--- config.mk ---
export PLATFORM = sky130hd
export DESIGN_NAME = multicycle_control
export DESIGN_NICKNAME = d
export VERILOG_FILES = /design/src/rtl/multicycle_control.sv
export SDC_FILE = /design/constraint.sdc
export NUM_CORES = 1
export LEC_CHECK = 0
export CORE_AREA = 8 8 47 49
export CTS_CLUSTER_SIZE = 16
export DETAILED_ROUTE_END_ITERATION = 12
export DIE_AREA = 0 0 55 57
export GPL_TIMING_DRIVEN = 0
export PLACE_DENSITY = 0.8
export SYNTH_ARGS = -nofsm -noshare
export SYNTH_HDL_FRONTEND = slang
export SYNTH_SLANG_ARGS = --single-unit
--- constraint.sdc ---
create_clock -name clk -period 2 [get_ports clk]
set_input_delay 0.5 -clock clk [delete_from_list [all_inputs] [get_ports clk]]
set_output_delay 0.5 -clock clk [all_outputs]
set_load 0.05 [all_outputs]
--- src/rtl/multicycle_control.sv ---
// ============================================================================
// Module   : multicycle_control
// Brief    : Main control FSM for the multicycle datapath (fetch/decode/exec/
//            mem/writeback sequencing, PC control, ready-handshake stalls).
// Revision : 1.0 - initial release
// ============================================================================
`default_nettype none

module multicycle_control #(
    parameter int         STATE_W  = 4,
    parameter logic [5:0] OP_RTYPE = 6'b000000,
    parameter logic [5:0] OP_LW    = 6'b100011,
    parameter logic [5:0] OP_SW    = 6'b101011,
    parameter logic [5:0] OP_BEQ   = 6'b000100,
    parameter logic [5:0] OP_J     = 6'b000010,
    parameter logic [5:0] OP_ADDI  = 6'b001000
) (
    input  logic               clk,
    input  logic               rst,
    input  logic [5:0]         opcode,
    input  logic               mem_ready,
    output logic               PCwrite,
    output logic               PCwriteCondi,
    output logic [1:0]         PCsrc,
    output logic               IorD,
    output logic               MemRead,
    output logic               MemWrite,
    output logic               IRWrite,
    output logic               RegDst,
    output logic               MemtoReg,
    output logic               RegWrite,
    output logic               ALUSrcA,
    output logic [1:0]         ALUSrcB,
    output logic [1:0]         ALUOp,
    output logic               illegal_op,
    output logic [STATE_W-1:0] state_out
);

    typedef enum logic [STATE_W-1:0] {
        S_FETCH   = STATE_W'(0),
        S_DECODE  = STATE_W'(1),
        S_MEMADR  = STATE_W'(2),
        S_MEMRD   = STATE_W'(3),
        S_MEMWB   = STATE_W'(4),
        S_MEMWR   = STATE_W'(5),
        S_EXEC    = STATE_W'(6),
        S_ALUWB   = STATE_W'(7),
        S_BRANCH  = STATE_W'(8),
        S_JUMP    = STATE_W'(9),
        S_ADDI_EX = STATE_W'(10),
        S_ADDI_WB = STATE_W'(11)
    } state_t;

    state_t state_q;
    state_t state_d;
    logic   illegal_q;
    logic   illegal_d;

    always_ff @(posedge clk or negedge rst) begin
        if (!rst) begin
            state_q   <= S_FETCH;
            illegal_q <= 1'b0;
        end else begin
            state_q   <= state_d;
            illegal_q <= illegal_d;
        end
    end

    always_comb begin
        state_d      = S_FETCH;
        illegal_d    = illegal_q;
        PCwrite      = 1'b0;
        PCwriteCondi = 1'b0;
        PCsrc        = 2'b00;
        IorD         = 1'b0;
        MemRead      = 1'b0;
        MemWrite     = 1'b0;
        IRWrite      = 1'b0;
        RegDst       = 1'b0;
        MemtoReg     = 1'b0;
        RegWrite     = 1'b0;
        ALUSrcA      = 1'b0;
        ALUSrcB      = 2'b00;
        ALUOp        = 2'b00;

        case (state_q)
            S_FETCH: begin
                MemRead = 1'b1;
                ALUSrcB = 2'b01;
                // PC and IR only advance once the instruction word is valid
                IRWrite = mem_ready;
                PCwrite = mem_ready;
                state_d = mem_ready ? S_DECODE : S_FETCH;
            end
            S_DECODE: begin
                ALUSrcB = 2'b11;
                if (opcode == OP_LW || opcode == OP_SW) begin
                    state_d = S_MEMADR;
                end else if (opcode == OP_RTYPE) begin
                    state_d = S_EXEC;
                end else if (opcode == OP_BEQ) begin
                    state_d = S_BRANCH;
                end else if (opcode == OP_J) begin
                    state_d = S_JUMP;
                end else if (opcode == OP_ADDI) begin
                    state_d = S_ADDI_EX;
                end else begin
                    state_d   = S_FETCH;
                    illegal_d = 1'b1;
                end
            end
            S_MEMADR: begin
                ALUSrcA = 1'b1;
                ALUSrcB = 2'b10;
                state_d = (opcode == OP_LW) ? S_MEMRD : S_MEMWR;
            end
            S_MEMRD: begin
                MemRead = 1'b1;
                IorD    = 1'b1;
                state_d = mem_ready ? S_MEMWB : S_MEMRD;
            end
            S_MEMWB: begin
                RegWrite = 1'b1;
                MemtoReg = 1'b1;
            end
            S_MEMWR: begin
                MemWrite = 1'b1;
                IorD     = 1'b1;
                state_d  = mem_ready ? S_FETCH : S_MEMWR;
            end
            S_EXEC: begin
                ALUSrcA = 1'b1;
                ALUOp   = 2'b10;
                state_d = S_ALUWB;
            end
            S_ALUWB: begin
                RegWrite = 1'b1;
                RegDst   = 1'b1;
            end
            S_BRANCH: begin
                ALUSrcA      = 1'b1;
                ALUOp        = 2'b01;
                PCwriteCondi = 1'b1;
                PCsrc        = 2'b01;
            end
            S_JUMP: begin
                PCwrite = 1'b1;
                PCsrc   = 2'b10;
            end
            S_ADDI_EX: begin
                ALUSrcA = 1'b1;
                ALUSrcB = 2'b10;
                state_d = S_ADDI_WB;
            end
            S_ADDI_WB: begin
                RegWrite = 1'b1;
            end
            // Unused encodings fall back to FETCH with every output idle
            default: begin
                state_d = S_FETCH;
            end
        endcase
    end

    assign illegal_op = illegal_q;
    assign state_out  = state_q;

endmodule

`default_nettype wire

==> impl_results.md, run 1 <==
- Initial DRC count: 15
- LEAKAGE: 0.000470 µW
- EDFF count, synth: 0
- Max Cap Violations: 0
- Vias in the first global route: 672
- GRT Resource Usage Total: 0.124
- Max Slew Vio Count: 0
- Post-DP HPWL: 1440 µm
- Routed WL: 1950 µm
- Chip height: 57 µm
- Synth area leaders: dfrtp_1 (24%), nor3_1 (8.5%), nor2_1 (5.7%), a21oi_1 (4.7%), o21ai_0 (4.7%)
- Wire per inst: 15.3 µm
- Sequential element share of the synthesized area: 0.237
- Most used DFF post-synth: dfrtp_1
- Tcrit/Tclk final: 0.992
- Max Buffers Root-to-Sink: 2
- VDD IR max: roughly 0.32 mV
- Outcome: finished clean
- Clock Tree Root: clkbuf_4
- Share of layout cells above drive strength 1: 0.495
- DP Cell Count: 121
- Final Power: 577 µW
- Via count: 712
- Port Buffer Count: 29
- Setup crit start kind: flip-flop
- Worst min-delay path class: input pin to asynchronous set/reset pin
- Crit path kind: flip-flop to primary output
- Critical Path RT: around 1.5 ns
- CP arrival: 1.48 ns
- Worst Tran Pin Value: about 0.5 ns
- Largest net degree at the start of global routing: 11
- Setup violations, final: 0
- ANT nets after route: 0
- Global route overflow: 0
- Register clock-pin slew on the reported worst setup and hold paths: about 0.040 ns
- Die Footprint: between 0.003 and 0.004 mm²
- Row cnt: 15
- Area Growth Syn to Fin: 106%
- TritonCTS Buffers: 3
- TritonCTS clock tree: done
- IO Pins: 30
- Vias/cell: between 5 and 6
- Yosys Warn Count: 0
- Fmax: 504 MHz
- Initial core utilization: 0.335
- Power per cell area: between 500 and 600 mW/mm²
- First-pass GRT wire length: 3080 µm
- DR pass1 iterations: 4
- Netlist cell types: 31
- Top-count cell post-synth: nor3_1
- Non-filler cells, final: about 130
- Mapped Cells: 75
- Clock sink total: 5
- Gpl congestion: 0.851
- Crit Path Max Fanout: 10
- Die width: 55 µm
- Hold_ws: roughly 0.47 ns
- Diode count: 0
- Post-layout nets: 121
- Drc violations: 0
- Syn_area_per_cell: 7.04 µm²
- Flops & latches, synth: 5
- Synth top cells by count: nor3_1 (9), nor2_1 (8), a21oi_1 (5), dfrtp_1 (5), o21ai_0 (5)
- Hold Fails Final Rpt: 0
- Pre-CTS WS: -0.829 ns
- H-tree levels: 1
- FFs w/ async S/R, synth: 1.00
- Clk Latency, worst-skew pair: 0.25 ns
- Period minus WS final: 1.98 ns
- Hold_buf cts: 0
- Core Region: 0.00158 mm²
- Clock skew: 0.00277 ns
- Rel. slew slack: 0.662
- Final worst slack: 0.0161 ns
- Unrepaired setup endpoints after global routing: yes
- Post-synth top area share: 0.237
- Critical Path End Type: primary output
- Post-synth top area cell: dfrtp_1
- Initial antenna violation count: 0
- Syn_nets: 84
- Synthesized area: 528 µm²
- Setup tns final: 0 ns
-- worst paths after layout --
kind                                   start      endpoint  slack [ns]  cells after the start
worst min-delay path                     rst  state_out[3]        0.47                      1
min in group clk                  illegal_op    illegal_op        0.47                      1
worst max-delay path            state_out[0]       PCwrite        0.02                      6
worst min register to register    illegal_op    illegal_op        0.47                      1
max in group asynchronous                rst  state_out[0]        1.33                      1
worst max register to register  state_out[0]  state_out[0]        0.64                      5
-- cells in the final DEF, fill, tap and decap left out, types with 2 or more instances in the layout --
cell | Yosys | final
a21oi_1 | 5 | 3
and3_1 | 2 | 2
buf_12 | 0 | 2
buf_2 | 0 | 6
buf_4 | 1 | 3
buf_6 | 0 | 7
buf_8 | 0 | 2
clkbuf_4 | 0 | 5
clkdlybuf4s15_2 | 0 | 2
clkdlybuf4s50_1 | 0 | 7
dfrtp_2 | 0 | 4
dlygate4sd2_1 | 0 | 2
dlymetal6s2s_1 | 0 | 4
inv_1 | 2 | 2
nand2_1 | 3 | 3
nand2b_4 | 0 | 2
nand3_1 | 4 | 4
nor2_1 | 8 | 2
nor2_2 | 0 | 5
nor3_1 | 9 | 4
nor3_2 | 0 | 2
nor3_4 | 0 | 3
nor3b_4 | 0 | 2
o21ai_0 | 5 | 5
o22ai_1 | 2 | 2
or3_1 | 2 | 2
-- power breakdown --
part           switching, µW  leakage (µW)  internal [µW]  total (µW)
sequential              7.12     0.0000567            108         115
clock                   44.4     0.0000150           75.6         120
combinational            207      0.000398            134         342
total                    259      0.000470            318         577
-- per-layer routing --
layer	up-vias	wire (µm)	global-route usage
met5	-	0	0
met4	0	31	0.0515
met3	4	120	0.0130
met2	24	1050	0.211
met1	335	753	0.149
li1	349	-	-
-- stage by stage --
step / area [µm²] / util
6_report: 1090 / 0.691
2_1_floorplan: 692 / -
3_3_place_gp: 1000 / 0.637
3_5_place_dp: 1000 / 0.637
5_1_grt: 1090 / 0.691
4_1_cts: 1020 / 0.648
-- state kept, by name (all words and copies together) (netlist names) --
register	cells
illegal_op	1
state_out	4
-- repair_timing --
| action | CTS | global route |
|---|---|---|
| buffers inserted | 0 | 3 |
| setup endpoints to repair | 17 | 15 |
| pin swaps | 0 | 1 |
| gates resized for setup | 86 | 19 |
| cloned | 0 | 0 |
-- kinds of logic (layout without fill, tap and decap cells) --
family	Yosys count	after routing	share of synthesized area
AND/OR/NAND/NOR	42	42	0.450
AO/OA/AOI/OAI	18	18	0.216
buffers and inverters	8	44	0.0640
flip-flops	5	5	0.237
XOR/XNOR	2	2	0.0332
-- cell type report --
| type | count | area (µm²) |
|---|---|---|
| Buffer | 6 | 88.8 |
| Clock buffer | 4 | 26.3 |
| Fill cell | 146 | 487 |
| Inverter | 2 | 7.51 |
| Multi-Input combinational cell | 62 | 503 |
| Sequential cell | 5 | 130 |
| Tap cell | 17 | 21.3 |
| Timing Repair Buffer | 32 | 313 |
-- critical path, stage by stage (launching register included) --
cell	delay (ns)
dfrtp_2	0.41
buf_8	0.14
clkbuf_16	0.17
nor3b_4	0.17
a21oi_2	0.06
nor3_4	0.11
buf_6	0.17
Note: power is estimated with default switching activity, not from simulation.
==> run 2, diff against run 1 <==
--- a/config.mk
+++ b/config.mk
@@ -5,11 +5,12 @@
 export SDC_FILE = /design/constraint.sdc
 export NUM_CORES = 1
 export LEC_CHECK = 0
-export CORE_AREA = 8 8 47 49
+export CORE_AREA = 2 2 41 43
 export CTS_CLUSTER_SIZE = 16
 export DETAILED_ROUTE_END_ITERATION = 12
-export DIE_AREA = 0 0 55 57
+export DIE_AREA = 0 0 43 45
 export GPL_TIMING_DRIVEN = 0
+export HOLD_SLACK_MARGIN = 0.05
 export PLACE_DENSITY = 0.8
 export SYNTH_ARGS = -nofsm -noshare
 export SYNTH_HDL_FRONTEND = slang
==> run 2 against run 1 <==
The run now ends with setup timing left. Sequential share of layout area fell by 0.068 points. Final cell count rose by 3.1%. Via count rose by 2.5%. Clock skew fell by 0.0025 ns. Largest power group unchanged. Highest routed layer unchanged. Cell area rose by 0.57%. Hold slack got worse by 0.0047 ns. Register-to-register slack barely moved. Largest cell class unchanged.
==> impl_results.md, run 2 (synthesis gave the netlist of run 1 again) <==
- Die Footprint: 0.00194 mm² (-38%)
- Initial antenna violation count: 0 (unchanged)
- CP Launch Point: state_out[0]
- Clk Latency, worst-skew pair: 0.25 ns (about the same)
- Critical Path End Type: primary output
- Post-layout instance area: 0.00110 mm² (+0.57%)
- TritonCTS clock tree: done
- Hold Fails Final Rpt: 0 (unchanged)
- Critical Path RT: 1.50 ns (about the same)
- Post-layout nets: 126 (+4.1%)
- Largest net degree at the start of global routing: 11 (unchanged)
- Diode count: 0 (unchanged)
- ANT nets after route: 0 (unchanged)
- H-tree levels: 1 (unchanged)
- Fmax: 496 MHz (-1.7%)
- Failing checks: setup timing
- Placed cell area: 0.00100 mm² (-0.12%)
- Slowest-stage cell, CP: dfrtp_2
- Drc violations: 0 (unchanged)
- Via count: 730 (+2.5%)
- Tcrit/Tclk final: 1.01 (+0.0171)
- Slowest Stage Delay on Critical Path: 0.41 ns (about the same)
- Rel. slew slack: 0.662 (about the same)
- DR pass1 iterations: 4 (unchanged)
- Unrepaired setup endpoints after global routing: yes
- Gpl congestion: 0.784 (-7.9%)
- Max Slew Vio Count: 0 (unchanged)
- Routed WL: 1870 µm (-4.3%)
- Vias/cell: 5.53 (-0.58%)
- Initial core utilization: 0.359 (+0.0239)
- Hold_buf cts: 0 (unchanged)
- Most frequent cells in the layout: buf_4 (13), clkdlybuf4s50_1 (7), buf_2 (6)
- Max Buffers Root-to-Sink: 2 (unchanged)
- CP arrival: 1.52 ns (+0.04 ns)
- Period minus WS final: 2.02 ns (+0.0342 ns)
- Crit path kind: flip-flop to primary output
- Post-DP HPWL: 1360 µm (-5.8%)
- Port Buffer Count: 29 (unchanged)
- Clock sink total: 5 (unchanged)
- Crit Path Max Fanout: 8 (-2)
- # fillers: 112 (-23%)
- Core Region: 0.00147 mm² (-6.7%)
- Hold depth: 1
- Clock skew: 0.000311 ns (-0.00246 ns)
- Worst hold start: illegal_op
- Commonest non-fill, non-tap cell in the layout: buf_4
- R2R cell count: 5 (unchanged)
- Setup crit start kind: flip-flop
- VDD IR max: 0.362 mV (+12%)
- Row cnt: 14 (-1)
- Clock Tree Root: clkbuf_4
- Wire per inst: 14.2 µm (-7.2%)
- LEAKAGE: 0.000478 µW (+1.9%)
- Reg-to-reg startpoint: state_out[0]
- Min-Delay Endpoint: illegal_op
- Chip height: 45 µm (-21%)
- Initial DRC count: 12 (-3)
- Register clock-pin slew on the reported worst setup and hold paths: 0.05 ns (about the same)
- Area Growth Syn to Fin: 108%
- Worst min-delay path class: flip-flop to flip-flop
- Worst Tran Pin Value: 0.510 ns (+0.00335 ns)
- IO Pins: 30 (unchanged)
- Outcome: finished with violations
- Critical path's top delay family: buffers and inverters
- GRT Resource Usage Total: 0.198 (+0.0742)
- Worst path bufs/invs: 3 (unchanged)
- Largest register FFs: 4 (unchanged)
- TritonCTS Buffers: 3 (unchanged)
- Vias in the first global route: 674 (+0.30%)
- Die width: 43 µm (-22%)
- Global route overflow: 0 (unchanged)
- Crit Reg-Reg Endpoint: state_out[0]
- First-pass GRT wire length: 2900 µm (-5.8%)
- Share of layout cells above drive strength 1: 0.534 (+0.0390)
- Final Util: 0.745 (+0.0536)
- Setup violations, final: 1 (+1)
- Max Cap Violations: 0 (unchanged)
- Power per cell area: 549 mW/mm² (+3.7%)
- R2R setup slack: 0.64 ns (about the same)
- Crit-path cells: buf_8 > clkbuf_16 > nor3b_4 > a21oi_2 > nor3_4 > buf_6
- Final worst slack: -0.0181 ns (-0.0342 ns)
==> run 2: worst max-delay path by stage <==
stage	endpoint	slack, ns	depth (start not counted)
6_report	PCwrite	-0.02	6
2_1_floorplan	PCwrite	-0.05	5
3_3_place_gp	PCwrite	-0.81	5
4_1_cts	PCwrite	-0.1	6
3_5_place_dp	PCwrite	-0.85	5
5_1_grt	PCwrite	-0.07	6
==> run 2: worst register-to-register path: cells and delay by family (launching register included) <==
family                 cells  cell delay (ns)
AO/OA/AOI/OAI              2             0.36
buffers and inverters      1             0.14
flip-flops                 1             0.41
AND/OR/NAND/NOR            2             0.32
==> run 2: stage by stage <==
step                      worst slack (ns)  hold slack (ns)  total power [µW]  TNS, ns  cells
final                              -0.0181            0.462               602  -0.0181    132
after global routing               -0.0743            0.492               632   -0.117    132
after CTS                          -0.0958            0.472               562   -0.148    124
after detailed placement            -0.848            0.461               443    -5.47    120
after global placement              -0.815            0.455               437    -5.18    120
after floorplan                    -0.0515            0.204               346   -0.177     75
==> run 2: timing repair <==
item | CTS | global route
buffers inserted | 0 | 8
pin swaps | 0 | 3
resized for setup | 86 | 18
setup endpoints to repair | 18 | 15
==> run 2: routing by layer <==
| metal | track usage | vias up | routed length [µm] |
|---|---|---|---|
| met4 | 0.121 | 0 | 39 |
| li1 | - | 367 | - |
| met1 | 0.220 | 323 | 740 |
| met5 | 0 | - | 0 |
| met2 | 0.370 | 33 | 986 |
| met3 | 0.0160 | 7 | 103 |
==> run 2: final cells by class <==
cell class | count | area [µm²] | share of cell area
multi-input combinational | 62 | 505 | 0.461
clock inverter | 1 | 5.00 | 0.00457
buffer | 6 | 87.6 | 0.0799
clock buffer | 3 | 22.5 | 0.0205
tap | 16 | 20.0 | 0.0183
inverter | 2 | 7.51 | 0.00685
timing repair buffer | 37 | 318 | 0.290
sequential | 5 | 130 | 0.119
==> run 2: report_power, final <==
group	total (µW)	switching [µW]	internal (µW)	leakage, µW
sequential	115	6.82	108	0.0000567
clock	125	52.3	73.0	0.0000177
combinational	362	211	150	0.000404
total	602	271	331	0.000478
